### src/rtl/fetch_stage.sv
// Instruction-fetch stage: PC register, instruction-memory address and IF/ID pipeline register.
// Optional feature macro FETCH_MISALIGN_TRAP_EN: a misaligned redirect traps instead of being truncated.

`ifndef XLEN
`define XLEN 32
`endif
`ifndef WORD_ADDRESS
`define WORD_ADDRESS 16
`endif
`ifndef MEM_SIZE
`define MEM_SIZE 1024
`endif
`ifndef NOP_INSTRUCTION
`define NOP_INSTRUCTION 32'h0000_0013
`endif

module fetch_stage #(
    parameter logic [`XLEN-1:0] RESET_PC = '0
) (
    input  logic                     clk,
    input  logic                     reset,
    input  logic                     stall,
    input  logic                     flush,
    input  logic                     redirect_valid,
    input  logic [`XLEN-1:0]         redirect_target,
    output logic [`WORD_ADDRESS-1:0] imem_addr,
    input  logic [`XLEN-1:0]         imem_instruction,
    output logic                     if_id_valid,
    output logic [`XLEN-1:0]         if_id_pc,
    output logic [`XLEN-1:0]         if_id_pc_plus4,
    output logic [`XLEN-1:0]         if_id_instruction,
    output logic                     fetch_misaligned
);

    // Control contract: redirect_valid beats flush and stall; flush drops the
    // entry being fetched while stall only decides whether the PC advances;
    // stall alone freezes both the PC and the IF/ID register.
    typedef enum logic {
        RUN  = 1'b0,
        TRAP = 1'b1
    } state_t;

    state_t            state;
    state_t            state_next;
    logic [`XLEN-1:0]  pc;
    logic [`XLEN-1:0]  pc_next;
    logic [`XLEN-1:0]  pc_plus4;
    logic              valid_next;
    logic [`XLEN-1:0]  ipc_next;
    logic [`XLEN-1:0]  ipc4_next;
    logic [`XLEN-1:0]  instr_next;
    logic [`XLEN-1:0]  aligned_target;

    assign pc_plus4       = pc + `XLEN'd4;
    assign imem_addr      = pc[`WORD_ADDRESS+1:2];
    assign aligned_target = {redirect_target[`XLEN-1:2], 2'b00};

`ifdef FETCH_MISALIGN_TRAP_EN
    logic misaligned_q;
    logic misaligned_next;
    assign fetch_misaligned = misaligned_q;
`else
    logic unused_target_bits;
    assign unused_target_bits = ^redirect_target[1:0];
    assign fetch_misaligned   = 1'b0;
`endif

    always_comb begin
        state_next = state;
        pc_next    = pc;
        valid_next = if_id_valid;
        ipc_next   = if_id_pc;
        ipc4_next  = if_id_pc_plus4;
        instr_next = if_id_instruction;
`ifdef FETCH_MISALIGN_TRAP_EN
        misaligned_next = misaligned_q;
`endif
        case (state)
            RUN: begin
                if (redirect_valid) begin
                    // The instruction fetched this cycle is on the wrong path.
                    valid_next = 1'b0;
                    instr_next = `NOP_INSTRUCTION;
`ifdef FETCH_MISALIGN_TRAP_EN
                    if (redirect_target[1:0] != 2'b00) begin
                        state_next      = TRAP;
                        misaligned_next = 1'b1;
                    end else begin
                        pc_next = aligned_target;
                    end
`else
                    pc_next = aligned_target;
`endif
                end else if (flush) begin
                    valid_next = 1'b0;
                    instr_next = `NOP_INSTRUCTION;
                    if (!stall) pc_next = pc_plus4;
                end else if (!stall) begin
                    valid_next = 1'b1;
                    ipc_next   = pc;
                    ipc4_next  = pc_plus4;
                    instr_next = imem_instruction;
                    pc_next    = pc_plus4;
                end
            end
            default: begin
                // Trapped: PC frozen, bubbles until reset.
                valid_next = 1'b0;
                instr_next = `NOP_INSTRUCTION;
            end
        endcase
    end

    always_ff @(posedge clk) begin
        if (reset) begin
            state             <= RUN;
            pc                <= RESET_PC;
            if_id_valid       <= 1'b0;
            if_id_pc          <= '0;
            if_id_pc_plus4    <= '0;
            if_id_instruction <= `NOP_INSTRUCTION;
        end else begin
            state             <= state_next;
            pc                <= pc_next;
            if_id_valid       <= valid_next;
            if_id_pc          <= ipc_next;
            if_id_pc_plus4    <= ipc4_next;
            if_id_instruction <= instr_next;
        end
    end

`ifdef FETCH_MISALIGN_TRAP_EN
    always_ff @(posedge clk) begin
        if (reset) misaligned_q <= 1'b0;
        else       misaligned_q <= misaligned_next;
    end
`endif

endmodule

### config.mk
export PLATFORM = sky130hd
export DESIGN_NAME = fetch_stage
export DESIGN_NICKNAME = d
export VERILOG_FILES = /design/src/rtl/fetch_stage.sv
export SDC_FILE = /design/constraint.sdc
export NUM_CORES = 1
export LEC_CHECK = 0
export ABC_AREA = 1
export CAP_MARGIN = 20
export CORE_MARGIN = 10
export CORE_UTILIZATION = 46
export CTS_CLUSTER_SIZE = 24
export DETAILED_ROUTE_END_ITERATION = 10
export GPL_ROUTABILITY_DRIVEN = 0
export GPL_TIMING_DRIVEN = 0
export PLACE_DENSITY = 0.8
export SLEW_MARGIN = 30
export SYNTH_ARGS = -nofsm -noshare
export SYNTH_HDL_FRONTEND = slang
export SYNTH_SLANG_ARGS = --single-unit
### constraint.sdc
create_clock -name clk -period 1.9 [get_ports clk]
set_input_delay 0.285 -clock clk [delete_from_list [all_inputs] [get_ports clk]]
set_output_delay 0.285 -clock clk [all_outputs]
set_load 0.02 [all_outputs]
==> results.sh <==
export IMPL_cts_hold_buf=0
export IMPL_synth_main_ff_cell="dfxtp_1"
export IMPL_crit_path_end_kind="output port"
export IMPL_synth_top_family_by_area="simple AND/OR/NAND/NOR gates"
export IMPL_yosys_top_cells_area="dfxtp_1 (45%), nand2_1 (13%), nor2_1 (7.1%)"
export IMPL_period_share=0.974
export IMPL_core_area_um2=11600
export IMPL_yosysWarningCount=0
export IMPL_p_leak_nw=3.42
export IMPL_slew_headroom=0.575
export IMPL_power_frac_clock=0.488
export IMPL_synth_compound_area_frac=0.155
export IMPL_post_drt_via_cell_ratio=5.00
export IMPL_grt_first_pass_wirelength_um=28000
export IMPL_period_minus_slack_ps=1850
export IMPL_synth_xor_area_frac=0.0251
export IMPL_hpwl_um=13800
export IMPL_clk_path_buf_depth=2
export IMPL_grt_max_degree=17
export IMPL_worstMarginPinSlew_ps=638
export IMPL_avgRoutedWirePerCell_um=16.1
export IMPL_synth_cells=785
export IMPL_post_place_cells=1105
export IMPL_wirelength_um=18300
export IMPL_num_rows=39
export IMPL_vias=5689
export IMPL_drive_above_1_share=0.105
export IMPL_htree_levels=4
export IMPL_initial_core_util=0.476
export IMPL_pwr_share_seq=0.384
export IMPL_setup_violations=0
export IMPL_internal_power_mw=5.53
export IMPL_ff2ff_setup_slack_ps=190
export IMPL_arrival_ps=1570
export IMPL_post_synth_cell_area_avg_um2=7.04
export IMPL_worstSkewPairLatency_ps=420
export IMPL_slew_violations=0
export IMPL_critical_path_required_ps=1620
export IMPL_first_pass_iters=5
export IMPL_maxCapViolCount=0
export IMPL_synth_most_common_cell="nand2_1"
export IMPL_synth_seq_cells=123
export IMPL_cts_made_buffers=17
export IMPL_synth_adder_area_share=0.00226
export IMPL_synth_top_area_share=0.445
export IMPL_grt_pass1_vias=5493
export IMPL_io_pins=183
export IMPL_die_w_um=130
export IMPL_report_final_hold_viol_count=0
export IMPL_place_area_um2=7450
export IMPL_p_sw_mw=1.74
export IMPL_cts_root_buf="clkbuf_16"
export IMPL_synth_area_um2=5530
export IMPL_reg2reg_depth=10
export IMPL_yosysTopAreaCell="dfxtp_1"
export IMPL_num_antenna_cells=0
export IMPL_p_comb_frac=0.127
export IMPL_ys_seq_area_frac=0.445
export IMPL_die_area_um2=16800
export IMPL_ant_nets=0
export IMPL_synthSimpleGateAreaFrac=0.259
export IMPL_fin_nets=1051
export IMPL_cts_tree="done"
export IMPL_synth_top_cells_by_count="nand2_1 (190), dfxtp_1 (123), nor2_1 (105)"
export IMPL_p_per_area_nw_per_um2=895
export IMPL_grt_overflow_total=0
export IMPL_hp_class="in -> reg"
export IMPL_crit_fanout=6
export IMPL_synth_edff_count=0
export IMPL_synthArstFlopShare=0
export IMPL_antenna_found_initial=0
export IMPL_critical_path_class="reg -> out"
export IMPL_fp_dieH_um=130
export IMPL_drtIter0Drc=447
export IMPL_yosys_mux_area_fraction=0
export IMPL_fin_cells=1137
export IMPL_synthToLayoutAreaGrowth_pct=47.0
export IMPL_track_usage=0.215
export IMPL_final_design_area_no_fill_um2=8130
export IMPL_ir_drop_mv=0.532
export IMPL_cp_start_kind="register"
export IMPL_synth_distinct_cells=29
export IMPL_place_port_buffers=173
export IMPL_skew_ps=6.95
export IMPL_swShare=0.240
export IMPL_max_freq_mhz=540
export IMPL_holdPathStages=3
export IMPL_clk_pin_slew_ps=60
export IMPL_power_total_mw=7.27
export IMPL_clkSinkCount=123
export IMPL_drcViolationCount=0
export IMPL_status="completed"
-- registers in the layout, indices dropped and copies added (netlist names) --
name / flops
if_id_pc: 30
pc: 30
if_id_instruction: 32
if_id_pc_plus4: 30
if_id_valid: 1
-- area by class of cell --
cell class	count	area, um^2
fillers	962	3480
flip-flops and latches	123	2480
multi-input cells	527	2470
repair buffers	173	1730
clock buffers	26	519
plain buffers	61	328
inverters	78	293
well taps	143	179
clock inverters	6	130
-- cells in the final DEF (no fill, tap or decap) --
cell,n
nand2_1,190
clkdlybuf4s50_1,172
dfxtp_1,110
nor2_1,105
inv_1,75
o21ai_0,74
a21oi_1,71
nand3_1,25
clkbuf_1,23
buf_4,21
clkbuf_16,17
buf_2,16
dfxtp_2,13
xor2_1,9
nor2_4,7
a31oi_1,7
a22o_1,6
clkbuf_8,6
nand2_2,5
conb_1,5
nor2_2,4
buf_1,4
xnor2_1,4
bufinv_16,4
inv_2,3
a21o_1,3
nand4_1,2
nand2_4,2
xor2_2,2
clkinv_2,2
nor2_8,1
o21ai_1,1
and2_1,1
a211oi_1,1
nor3_1,1
ha_2,1
dlygate4sd2_1,1
-- routing by layer --
| layer | track usage | vias to the layer above | share of wire |
|---|---|---|---|
| met4 | 0.0972 | 0 | 0.024 |
| met2 | 0.340 | 250 | 0.45 |
| met3 | 0.100 | 33 | 0.13 |
| met5 | 0 | - | 0 |
| li1 | - | 2848 | - |
| met1 | 0.243 | 2558 | 0.40 |
-- logic make-up after synthesis --
family / after synthesis
compound gates: 163
xor+xnor: 15
fa+ha+maj: 1
buf+inv: 139
flops: 123
other cells: 1
simple gates: 343
-- critical path: stages, from the launching register on --
cell and delay, ps:
dfxtp_2 420, buf_4 130, clkdlybuf4s50_1 590
-- stage by stage --
stage / setup WS [ps] / utilization / hold slack [ps] / setup TNS, ps
6_report: 48.9 / 0.700 / 188 / 0
3_5_place_dp: -228 / 0.642 / 451 / -9550
4_1_cts: 3.44 / 0.699 / 173 / 0
2_1_floorplan: 408 / - / 411 / 0
3_3_place_gp: -198 / 0.642 / 442 / -7210
5_1_grt: -2.14 / 0.700 / 187 / -2.14
-- power groups by stage --
stage / clock network (mW) / registers (mW) / logic, mW
finish: 3.55 / 2.80 / 0.926
floorplan: 0 / 2.91 / 0.386
CTS: 3.57 / 2.79 / 0.925
global route: 3.69 / 2.81 / 1.00
detailed placement: 0 / 2.84 / 0.918
global placement: 0 / 2.84 / 0.911
-- final timing paths --
kind,start,endpoint
worst max-delay path,pc[17],imem_addr[15]
worst min register to register,if_id_instruction[31],if_id_instruction[31]
worst max register to register,pc[2],if_id_pc_plus4[20]
worst min-delay path,stall,if_id_instruction[31]
-- repair_timing --
action / CTS / global route
setup buffers: 0 / 0
resized for setup: 11 / 6
pin swaps: 0 / 1
hold endpoints to repair: 0 / 0
endpoints found under the setup margin: 11 / 9
No activity file was read; power rests on OpenSTA's default activity.
